<file path="config.mk">
export PLATFORM = sky130hd
export DESIGN_NAME = interval_timer_flat
export DESIGN_NICKNAME = d
export VERILOG_FILES = /design/src/rtl/interval_timer_pkg.sv /design/src/rtl/interval_timer_if.sv /design/src/rtl/interval_timer_tick_prescaler.sv /design/src/rtl/interval_timer.sv /design/src/flat_wrapper.sv
export SDC_FILE = /design/constraint.sdc
export NUM_CORES = 1
export LEC_CHECK = 0
export ABC_AREA = 1
export CORE_ASPECT_RATIO = 1.4
export CORE_MARGIN = 8
export CORE_UTILIZATION = 50
export CTS_BUF_LIST = sky130_fd_sc_hd__clkbuf_16
export DETAILED_ROUTE_END_ITERATION = 7
export HOLD_SLACK_MARGIN = 0.03
export PLACE_DENSITY = 0.78
export SYNTH_ARGS = -nofsm -noshare
export SYNTH_HDL_FRONTEND = slang
export SYNTH_SLANG_ARGS = --single-unit
</file>
<file path="constraint.sdc">
create_clock -name clock -period 1.5 [get_ports clock]
set_input_delay 0.3 -clock clock [delete_from_list [all_inputs] [get_ports clock]]
set_output_delay 0.3 -clock clock [all_outputs]
set_load 0.01 [all_outputs]
</file>
<file path="src/rtl/interval_timer_pkg.sv">
// Shared definitions for the interval timer: state encoding and default widths.
package interval_timer_pkg;

  // Default operand widths used by the interface, the top and the prescaler.
  localparam int DEFAULT_WIDTH          = 8;
  localparam int DEFAULT_PRESCALE_WIDTH = 4;

  // Controller state encoding: IDLE = 0, RUN = 1.
  typedef enum logic {
    ST_IDLE = 1'b0,
    ST_RUN  = 1'b1
  } state_t;

  // Number of clock edges from the start edge to the edge that raises tick.
  function automatic int interval_edges(input int period, input int prescale);
    return (period + 1) * (prescale + 1);
  endfunction

endpackage

</file>
<file path="src/rtl/interval_timer_if.sv">
// Control/status bundle between the command logic (master) and the timer (slave).
interface interval_timer_if
  import interval_timer_pkg::*;
#(
  parameter int WIDTH          = DEFAULT_WIDTH,
  parameter int PRESCALE_WIDTH = DEFAULT_PRESCALE_WIDTH
);

  logic                      start;
  logic                      stop;
  logic                      periodic;
  logic [WIDTH-1:0]          period;
  logic [PRESCALE_WIDTH-1:0] prescale;
  logic                      busy;
  logic                      tick;
  logic                      done;
  logic [WIDTH-1:0]          count;

  // Command side: requests and configuration out, status in.
  modport master (
    output start, stop, periodic, period, prescale,
    input  busy, tick, done, count
  );

  // Timer side: requests and configuration in, status out.
  modport slave (
    input  start, stop, periodic, period, prescale,
    output busy, tick, done, count
  );

endinterface

</file>
<file path="src/rtl/interval_timer_tick_prescaler.sv">
// Clock divider that produces one enable pulse every (divisor+1) cycles while running.
module tick_prescaler
  import interval_timer_pkg::*;
#(
  parameter int PRESCALE_WIDTH = DEFAULT_PRESCALE_WIDTH
) (
  input  logic                      clock,
  input  logic                      reset,
  input  logic                      clear,
  input  logic                      run,
  input  logic [PRESCALE_WIDTH-1:0] divisor,
  output logic                      enable
);

  logic [PRESCALE_WIDTH-1:0] cnt_reg;
  logic [PRESCALE_WIDTH-1:0] cnt_next;

  // The pulse fires on the edge where the count has reached the divisor.
  assign enable = run && (cnt_reg == divisor);

  // Next count: clear wins, then wrap on enable, otherwise advance while running.
  always_comb begin
    cnt_next = cnt_reg;
    if (clear) begin
      cnt_next = '0;
    end else if (run) begin
      if (enable) begin
        cnt_next = '0;
      end else begin
        cnt_next = cnt_reg + 1'b1;
      end
    end
  end

  // Prescaler count register.
  always_ff @(posedge clock) begin
    if (reset) begin
      cnt_reg <= '0;
    end else begin
      cnt_reg <= cnt_next;
    end
  end

endmodule

</file>
<file path="src/rtl/interval_timer.sv">
// Programmable interval timer: prescaled up-counter with terminal compare,
// one-shot and periodic modes, single-cycle tick and done pulses.
module interval_timer
  import interval_timer_pkg::*;
#(
  parameter int WIDTH          = DEFAULT_WIDTH,
  parameter int PRESCALE_WIDTH = DEFAULT_PRESCALE_WIDTH
) (
  input  logic            clock,
  input  logic            reset,
  interval_timer_if.slave bus
);

  state_t                    state_reg,    state_next;
  logic [WIDTH-1:0]          count_reg,    count_next;
  logic [WIDTH-1:0]          period_reg,   period_next;
  logic [PRESCALE_WIDTH-1:0] prescale_reg, prescale_next;
  logic                      periodic_reg, periodic_next;
  logic                      tick_reg,     tick_next;
  logic                      done_reg,     done_next;

  logic presc_clear;
  logic presc_run;
  logic presc_enable;

  // Prescaler is held at zero whenever the timer is idle (which also covers
  // the start edge) and on an abort, so every run begins with a full divide.
  assign presc_run   = (state_reg == ST_RUN);
  assign presc_clear = (state_reg == ST_IDLE) || bus.stop;

  tick_prescaler #(
    .PRESCALE_WIDTH (PRESCALE_WIDTH)
  ) u_prescaler (
    .clock   (clock),
    .reset   (reset),
    .clear   (presc_clear),
    .run     (presc_run),
    .divisor (prescale_reg),
    .enable  (presc_enable)
  );

  // Next-state and datapath control: arm from IDLE, count on enable,
  // terminal compare ahead of the increment so count never overflows.
  always_comb begin
    state_next    = state_reg;
    count_next    = count_reg;
    period_next   = period_reg;
    prescale_next = prescale_reg;
    periodic_next = periodic_reg;
    tick_next     = 1'b0;
    done_next     = 1'b0;

    unique case (state_reg)
      ST_IDLE: begin
        // stop beats start when both arrive in the same idle cycle
        if (bus.start && !bus.stop) begin
          state_next    = ST_RUN;
          count_next    = '0;
          period_next   = bus.period;
          prescale_next = bus.prescale;
          periodic_next = bus.periodic;
        end
      end

      ST_RUN: begin
        if (bus.stop) begin
          // abort suppresses any tick/done that would have coincided
          state_next = ST_IDLE;
          count_next = '0;
        end else if (presc_enable) begin
          if (count_reg == period_reg) begin
            tick_next  = 1'b1;
            count_next = '0;
            if (!periodic_reg) begin
              state_next = ST_IDLE;
              done_next  = 1'b1;
            end
          end else begin
            count_next = count_reg + 1'b1;
          end
        end
      end

      default: begin
        state_next = ST_IDLE;
        count_next = '0;
      end
    endcase
  end

  // State, count, latched configuration and output pulse registers.
  always_ff @(posedge clock) begin
    if (reset) begin
      state_reg    <= ST_IDLE;
      count_reg    <= '0;
      period_reg   <= '0;
      prescale_reg <= '0;
      periodic_reg <= 1'b0;
      tick_reg     <= 1'b0;
      done_reg     <= 1'b0;
    end else begin
      state_reg    <= state_next;
      count_reg    <= count_next;
      period_reg   <= period_next;
      prescale_reg <= prescale_next;
      periodic_reg <= periodic_next;
      tick_reg     <= tick_next;
      done_reg     <= done_next;
    end
  end

  assign bus.busy  = (state_reg == ST_RUN);
  assign bus.tick  = tick_reg;
  assign bus.done  = done_reg;
  assign bus.count = count_reg;

endmodule

</file>
<file path="src/flat_wrapper.sv">
// flat-port wrapper written by rule: the top's interface ports become plain ports
module interval_timer_flat import interval_timer_pkg::*;
#(
  parameter int WIDTH          = DEFAULT_WIDTH,
  parameter int PRESCALE_WIDTH = DEFAULT_PRESCALE_WIDTH
)
  (clock, reset, bus_start, bus_stop, bus_periodic, bus_period, bus_prescale, bus_busy, bus_tick, bus_done, bus_count);
  interval_timer_if #(.WIDTH(WIDTH), .PRESCALE_WIDTH(PRESCALE_WIDTH)) bus_i ();
  input  logic clock;
  input  logic reset;
  input wire logic [$bits(bus_i.start)-1:0] bus_start;
  input wire logic [$bits(bus_i.stop)-1:0] bus_stop;
  input wire logic [$bits(bus_i.periodic)-1:0] bus_periodic;
  input wire logic [$bits(bus_i.period)-1:0] bus_period;
  input wire logic [$bits(bus_i.prescale)-1:0] bus_prescale;
  output wire logic [$bits(bus_i.busy)-1:0] bus_busy;
  output wire logic [$bits(bus_i.tick)-1:0] bus_tick;
  output wire logic [$bits(bus_i.done)-1:0] bus_done;
  output wire logic [$bits(bus_i.count)-1:0] bus_count;
  assign bus_i.start = bus_start;
  assign bus_i.stop = bus_stop;
  assign bus_i.periodic = bus_periodic;
  assign bus_i.period = bus_period;
  assign bus_i.prescale = bus_prescale;
  assign bus_busy = bus_i.busy;
  assign bus_tick = bus_i.tick;
  assign bus_done = bus_i.done;
  assign bus_count = bus_i.count;
  interval_timer #(.WIDTH(WIDTH), .PRESCALE_WIDTH(PRESCALE_WIDTH)) u_core (.clock(clock), .reset(reset), .bus(bus_i));
endmodule
</file>
* After elaboration in Yosys (flattened, before gate mapping)
Cells that the tools add are included.
** Storage, ports and cells
- Register bits after elaboration :: 28
- Input port bits :: 17
- Output and inout bits :: 11
- Logic and storage cells :: 40
** Cells by class
- Add/sub/neg operators :: 2
- Equality and inequality tests :: 4
- Mux-type cells :: 14
- Bitwise operators :: 3
- Reduce and logical (&&, ||, !) cells :: 9
** Operators by type and width (number)
- two-way mux 8 bit :: 4
- case mux 8 bit (2 select lines) :: 1
- adder 8 x 1 -> 8 bit (second input constant) :: 1
- == test 8 bit :: 1
- two-way mux 1 bit :: 7
- OR reduction 5 bit :: 1
- adder 4 x 1 -> 4 bit (second input constant) :: 1
- == test 4 bit :: 1
- two-way mux 4 bit :: 1
- AND reduction 2 bit :: 2
- OR reduction 4 bit :: 1
- inequality test 3 bit (second input constant) :: 1
- inverter 1 bit :: 3
- logical AND 1 bit :: 2
- inequality test 2 bit (second input constant) :: 1
- case mux 1 bit (2 select lines) :: 1
- OR reduction 2 bit :: 1
- zero test 1 bit :: 1
- logical OR 1 bit :: 1

* Depth between registers and ports, before layout
- Depth in word-level cells :: 5
- Depth in mapped cells :: 11
- Gate-level depth less buffers :: 10

* By module
Synthesis repeated with hierarchy kept, for this count alone.
** Second synthesis, totals
- Cell total of the unflattened synthesis :: 225
- Area, all modules :: 1514.0 um^2
** Modules (own cells, without submodules)
- interval_timer :: times used 1, cells each 183, area each 1246.2 um^2, sequential area each 480.5 um^2
- tick_prescaler :: times used 1, cells each 42, area each 267.8 um^2, sequential area each 80.1 um^2

* Worst setup path after synthesis
No wires, ideal clock.
- Path kind :: register -> register
- Start point :: register u_core.count_reg[0], in the netlist u_core.bus.count[0]
- End point :: register u_core.count_reg[6], in the netlist u_core.bus.count[6]
- Library setup time :: 64 ps
- Arrival :: 1291 ps
- Required time :: 1436 ps
- Setup slack :: 145 ps
- Cell stages (with the launch flop) :: 10
- Path buffers :: 0
- Period minus slack after synthesis :: 1355 ps
- Cell sequence :: dfxtp_1 -> ha_1 -> nand2_1 -> nor2_1 -> nand2_1 -> xor2_1 -> nand3_1 -> nand2_1 -> clkinv_1 -> nor2_1
** Between the ends
- Longest elaborated chain between the ends :: 5
- Elaborated cells between the ends (all ways) :: 6
- Classes of those cells :: add/sub (1); eq/ne (1); mux (4)
** RTL lines
- from (decl) :: RTL line interval_timer.sv:15 : logic [WIDTH-1:0] count_reg, count_next;
- from (signal assigned) :: RTL line interval_timer.sv:103 : count_reg <= count_next;
- adder 8 x 1 -> 8 bit / == test 8 bit (equally long branches) :: RTL line interval_timer.sv:79, interval_timer.sv:71
- two-way mux 8 bit * :: RTL line interval_timer.sv:71 : if (count_reg == period_reg) begin
- two-way mux 8 bit * :: RTL line interval_timer.sv:70 : end else if (presc_enable) begin
- two-way mux 8 bit * :: RTL line interval_timer.sv:66 : if (bus.stop) begin
- case mux 8 bit (2 select lines) * :: RTL line interval_timer.sv:53 : unique case (state_reg)
Every way passes the cells marked *; elsewhere a longest branch is shown, timed or not. The select of a mux whose other input is x is not followed.
A chain may end at the register's enable or synchronous reset.

* Final worst setup path
- Start point :: register u_core.count_reg[3], in the netlist u_core.bus.count[3]
- End point :: output port bus_count[3]
** RTL lines
- to (decl) :: RTL line flat_wrapper.sv:19 : output wire logic [$bits(bus_i.count)-1:0] bus_count;
No word-level cell between the ends.

==> Flow_metrics.wiki <==
{| class="wikitable"
! Metric !! Value
|-
| Run status || finished clean
|-
| Post-synthesis cell type with the largest combined area || dfxtp_1
|-
| Area of the die || between 0.004 and 0.005 sq mm
|-
| Kind of start point of the critical path || flop
|-
| Required time at the worst-slack endpoint || 1.20 ns
|-
| Adder-Cell Fraction of Synth Area || 0.0176
|-
| Longest individual stage delay on the worst path || between 0.5 and 0.6 ns
|-
| Avg Synthesized Cell Area || 6.49 sq um
|-
| Met2 wirelength from detailed routing || 1830 um
|-
| Die Span X || 61.1 um
|-
| Max Fclk || a little under 0.7 GHz
|-
| Number of clock buffers inserted by TritonCTS || 3
|-
| Worst-path cell with the longest stage delay || clkdlybuf4s50_1
|-
| Share of post-route cells with drive strength above 1 || 0.130
|-
| Share of the core filled with cells || 0.695
|-
| Via count of the first global-routing pass || ~1300
|-
| Top delay family on crit path || buffers and inverters
|-
| Share of the clock period used by the worst path after layout || 0.978
|-
| Highest routed metal layer || met4
|-
| Power per cell area || between 900 and 1000 mW/mm^2
|-
| Bufs and invs on worst path || 1
|-
| Hold Fails Final Rpt || 0
|-
| Fraction of the yosys area taken by sequential cells || 0.394
|-
| Total setup violations reported at the end of the flow || 0
|-
| Clock latency on the worst-skew pair || 0.26 ns
|-
| Simple-gate area share of the yosys netlist || 0.335
|-
| DRC viols || 0
|-
| Initial Utilization || 0.509
|-
| Number of synthesized register bits || 28
|-
| Detailed-route via count || 1410
|-
| Detailed-routing iteration count for the pre-antenna-repair pass || 4
|-
| Max H-tree Level || 1
|-
| Sum of met3 wire segment lengths after detailed routing || 129 um
|-
| Placed standard-cell area || 0.00184 sq mm
|-
| Final Skew || 0.00454 ns
|-
| Buffers from clock root to sink, at most || 2
|-
| Transition time at the pin with the least slew margin || 0.227 ns
|-
| Antenna diode count || 0
|-
| HPWL Detailed || 2630 um
|-
| FILL cells || approximately 250
|-
| Main combinational cell family by area after synthesis || simple AND/OR/NAND/NOR gates
|-
| Static Leakage || 0.927 nW
|-
| Sequential cell area in the final layout || 569 sq um
|-
| TritonCTS clock tree || yes
|-
| Reported max-cap violation count || 0
|-
| Post-synthesis xor/xnor area fraction || 0.0493
|-
| Ports || 28
|-
| Most common library cell in the layout ignoring fill and taps || nand2_1
|-
| Overflow after GRT || 0
|-
| Sequence of cells on the critical path || clkdlybuf4s50_1
|-
| Area share of the leading cell type in the synthesized netlist || 0.394
|-
| Total Wirelength || ~3400 um
|-
| Vert. Die Dim || around 80 um
|-
| Wire length of the first global-routing pass || 5600 um
|-
| Post-synthesis cell type count || 21
|-
| Detailed-route vias per instance || 4.73
|-
| Biggest fanout along the worst timing path || 4
|-
| Proportion of synthesized area in mux cells || 0
|-
| Type of the worst min-delay path || flop to flop
|-
| Total Routing Usage GR || 0.146
|-
| Num rows || 23
|-
| Number of port buffers || 27
|-
| Largest net degree at the start of global routing || 16
|-
| Final design area excluding fillers || roughly 0.0019 sq mm
|-
| Data arrival, critical path || 1.17 ns
|-
| Most used cells in the layout excluding fill and tap cells || nand2_1 (61), nor2_1 (34), inv_1 (29)
|-
| WL met1 || 1450 um
|-
| Placeable core region || 0.00279 sq mm
|-
| Clock transition at the register clock pins on the worst setup and hold paths after CTS || 0.07 ns
|-
| Max-slew violations || 0
|-
| Warning count from the yosys run || 0
|-
| Setup Fix Bufs, Post-CTS || 0
|-
| Headroom to the max-slew limit || 0.848
|-
| Layout Area Growth over Synthesis || 36.5%
|-
| Worst Path Class, Setup || flop to output pin
|-
| Number of antenna violations at the first check in global routing || 0
|-
| Number of buffers inserted by hold repair at cts || 0
|-
| Top post-synthesis cells by area || dfxtp_1 (39%), nand2_1 (16%), nor2_1 (9.2%), inv_1 (7.7%), o21ai_0 (5.3%)
|-
| Synthesized area || 0.00142 sq mm
|-
| Synthesized Nets || 238
|-
| DRC violation total after the first TritonRoute iteration || 47
|-
| Wire per inst || 11.5 um
|-
| Clock sink count || 28
|-
| Post-DRT Antenna Nets || 0
|-
| Final layout net count || 281
|-
| Power Total || 1.82 mW
|-
| Cell at the root of the clock tree || clkbuf_16
|-
| Multi-input gate area || 718 sq um
|-
| Post-synthesis compound-gate area fraction || 0.0977
|-
| Setup repair after global routing missed its margin || false
|-
| Routability-driven placement congestion ratio || 0.890
|-
| Post-synthesis instance total || 219
|-
| Peak supply drop || roughly 0.77 mV
|-
| Period minus WS final || 1.47 ns
|-
| Kind of end point of the critical path || output pin
|}
final cells by class:
class,instances,share of cell area
clock buffer,3,0.0387
timing repair buffer,44,0.212
multi-input combinational,154,0.370
tap,37,0.0239
inverter,31,0.0600
clock inverter,1,0.00193
sequential,28,0.293
path summary, 6_finish.rpt:
check,start,to,slack [ns],cells after the start
worst max-delay path,u_core.bus.count[3]$_SDFFE_PP0P_,bus_count[3],0.03,1
worst min-delay path,u_core.periodic_reg$_SDFFE_PP0P_,u_core.bus.done$_SDFF_PP0_,0.44,1
worst max register to register,u_core.bus.count[1]$_SDFFE_PP0P_,u_core.bus.count[6]$_SDFFE_PP0P_,0.15,9
worst min register to register,u_core.periodic_reg$_SDFFE_PP0P_,u_core.bus.done$_SDFF_PP0_,0.44,1
cell usage after synthesis:
cell type,instances
clkinv_1,2
buf_4,2
nand3_1,13
xnor2_1,4
inv_1,29
nand3_2,1
xor2_1,4
nor3_1,1
nor3_2,1
dfxtp_1,28
clkbuf_1,4
ha_1,2
nand4_1,1
buf_2,1
a21oi_2,1
o21ai_0,15
nor2_2,2
a21oi_1,11
nor4_1,1
nand2_1,61
nor2_1,35
cell families (layout without fill, tap and decap cells):
group | count (synthesis) | after routing
adder cells (fa/ha/maj) | 2 | 2
AO/OA/AOI/OAI | 27 | 27
AND/OR/NAND/NOR | 116 | 117
flip-flops | 28 | 28
buffers and inverters | 38 | 79
XOR/XNOR | 8 | 8
repair_timing:
| action | in CTS | in global routing |
|---|---|---|
| pin swaps | 0 | 1 |
| gates resized for setup | 10 | 7 |
| cloned | 0 | 1 |
| endpoints found under the setup margin | 8 | 14 |
| hold endpoints to repair | 0 | 0 |
worst register-to-register path: cells and delay by family (launching register included):
family / cells / cell delay (ns)
DFF: 1 / 0.37
xor gates and xnor gates: 1 / 0.13
buffers and inverters: 1 / 0.05
adders and majority gates: 1 / 0.19
and+or+nand+nor: 6 / 0.54
per-stage QoR:
step	hold WS [ns]	worst slack [ns]	cells	TNS, ns
after global placement	0.442	-0.0940	293	-1.16
after floorplan	0.369	0.145	219	0
after global routing	0.470	0.00191	298	0
after detailed placement	0.426	-0.141	293	-1.66
after CTS	0.444	0.00566	297	0
final	0.442	0.0326	298	0
metal layers:
metal	global-route usage	vias up
met4	0.0562	0
met1	0.169	623
met2	0.253	23
li1	-	762
met5	0	-
met3	0.0258	2
report_power, final:
part / total [mW] / switching (mW) / internal (mW)
registers: 0.831 / 0.0395 / 0.791
clock network: 0.606 / 0.249 / 0.357
logic: 0.386 / 0.202 / 0.184
No activity file was read; power rests on OpenSTA's default activity.
==> patch, RTL diff (config.mk and constraints unchanged) <==
Make the reset (`reset`) asynchronous in 2 clocked blocks.
--- a/src/rtl/interval_timer_tick_prescaler.sv
+++ b/src/rtl/interval_timer_tick_prescaler.sv
@@ -34,5 +34,5 @@
 
   // Prescaler count register.
-  always_ff @(posedge clock) begin
+  always_ff @(posedge clock or posedge reset) begin
     if (reset) begin
       cnt_reg <= '0;
--- a/src/rtl/interval_timer.sv
+++ b/src/rtl/interval_timer.sv
@@ -90,5 +90,5 @@
 
   // State, count, latched configuration and output pulse registers.
-  always_ff @(posedge clock) begin
+  always_ff @(posedge clock or posedge reset) begin
     if (reset) begin
       state_reg    <= ST_IDLE;
Check against the original RTL: differs if reset is asserted again (counterexample within 4 cycles, from zero or initial values and one cycle with reset high); with reset held inactive, the same outputs for 10 cycles.
==> patch against the original RTL <==
- final cell count down 9.4%
- setup slack gained 12 ps
- synthesized area is 4.0% higher
- total power up 15%
- design area up 0.84%
- routed wire length is 8.4% lower
- sequential share of layout area is 6.7 points higher
- largest cell class is now registers
- sequential cell count unchanged
- critical endpoint is now bus_count[4]
==> patch: results <==
metrics = {
    "run_status": {
        "status": "finished, final reports clean",
    },
    "detailed_routing": {
        "vias": 1272,
        "initialDrtViolationCount": 39,
        "wl_per_cell_um": 11.7,
        "drt_wl_total_um": 3150,
    },
    "sta": {
        "clock_skew_ps": 3.22,
        "tightest_slew_ps": 351,
        "worst_hold_slack_ps": 406,
    },
    "synth": {
        "synth_nets": 213,
        "ys_seq_area_share_pct": 47.4,
        "syn_inst": 194,
        "synthTopCellsByCount": "nand2_1 (76), dfrtp_1 (28), inv_1 (26), nor2_1 (14), o21ai_0 (9)",
        "synthAdderAreaFrac_pct": 1.69,
        "synthXorXnorAreaFrac_pct": 5.93,
        "synth_compound_area_share_pct": 4.32,
        "yosys_most_used_dff": "dfrtp_1",
        "synth.area.mux_share_pct": 0,
        "async_flop_share_pct": 100,
        "synthTopCellsByArea": "dfrtp_1 (47%), nand2_1 (19%), inv_1 (6.6%), nor2_1 (3.6%), o21ai_0 (3.0%)",
        "yosysWarnings": 0,
    },
    "global_route": {
        "grt_pass1_wl_um": 5240,
        "grt_use_met3_pct": 2.24,
        "grtUsageTotal_pct": 14.0,
        "gr-usage-met2_pct": 23.1,
        "grt_start_max_net_pins": 29,
        "grt_pass1_vias": 1210,
        "grt_use_met1_pct": 16.5,
    },
    "worst_setup_path": {
        "crit_path_max_incr_delay_ps": 540,
        "cp_slowest_cell": "clkdlybuf4s50_1",
        "critPathMaxFanout": 2,
        "crit_arrival_ps": 1160,
        "rrSetupSlack_ps": 110,
    },
    "power_and_ir_drop": {
        "ir_worst_vdd_mv": 0.731,
        "switching_share_pct": 29.9,
        "cellLeakagePower_nw": 0.994,
    },
    "placed_design": {
        "dp_hpwl_um": 2370,
        "placed_cells": 263,
    },
    "layout": {
        "drive_gt1_share_pct": 15.5,
        "nNetsFinal": 253,
        "fill_cells": 249,
    },
    "worst_hold_path": {
        "hold_path_class": "input port to async pin",
    },
}
## patch: cell types whose count changed in the layout (fill, tap and decap cells not counted), sizes merged, moves of 2 or more
cell / unedited run / this run
clkinv: 3 / 1
buf: 17 / 11
dfxtp: 28 / 0
inv: 29 / 27
dlygate4sd2: 5 / 8
nand3: 14 / 8
nor2: 37 / 19
nand2: 62 / 81
dfrtp: 0 / 28
dlymetal6s2s: 3 / 0
o21ai: 15 / 9
a21oi: 12 / 3
## patch: power by group through the flow
stage	Clock, mW	Combinational (mW)	Sequential, mW
finish	0.587	0.574	0.938
global route	0.630	0.653	0.951
CTS	0.608	0.542	0.939
detailed placement	0	0.533	0.956
global placement	0	0.521	0.955
floorplan	0	0.336	0.950
## patch: kinds of logic after synthesis
family,Yosys count
buffers and inverters,30
xor gates and xnor gates,10
and+or+nand+nor,112
adders and majority gates,2
DFF,28
AOI/OAI and AO/OA,12
## patch: path summary, 6_finish.rpt
kind | to | start | cells past startpoint
max in group asynchronous | u_core.bus.count[0] | reset | 3
min in group clock | u_core.bus.done | u_core.periodic_reg | 1
max | bus_count[4] | u_core.bus.count[4] | 1
max reg2reg | u_core.bus.count[0] | u_core.bus.count[4] | 9
min | u_core.period_reg[6] | reset | 3
min reg2reg | u_core.bus.done | u_core.periodic_reg | 1
## patch: layout make-up
cell class	instances	area (um^2)	area share (%)
inverters	27	101	5.18
repair buffers	38	343	17.5
multi-input cells	136	683	34.9
well taps	37	46.3	2.37
clock inverters	1	3.75	0.192
clock buffers	3	75.1	3.84
flip-flops and latches	28	704	36.0
## patch: per-layer routing
metal	share of wire, %	up-vias
met3	3.8	7
met1	44	580
met4	2.8	0
met2	50	27
li1	-	658
met5	0	-
## patch: metrics by stage
stage	util (%)	instance area [um^2]	setup WS, ps	setup TNS, ps	power [mW]
after floorplan	-	1480	175	0	1.29
after global placement	64.4	1830	-71.7	-380	1.48
after detailed placement	64.4	1830	-116	-681	1.49
after CTS	67.5	1920	32.6	0	2.09
after global routing	68.7	1960	6.10	0	2.23
final	68.7	1960	44.5	0	2.10
## patch: repair_timing
| action | CTS | global route |
|---|---|---|
| hold buffers | 0 | 0 |
| gates cloned | 0 | 0 |
| resized for setup | 11 | 7 |
| endpoints found under the setup margin | 9 | 8 |
| setup buffers | 2 | 1 |
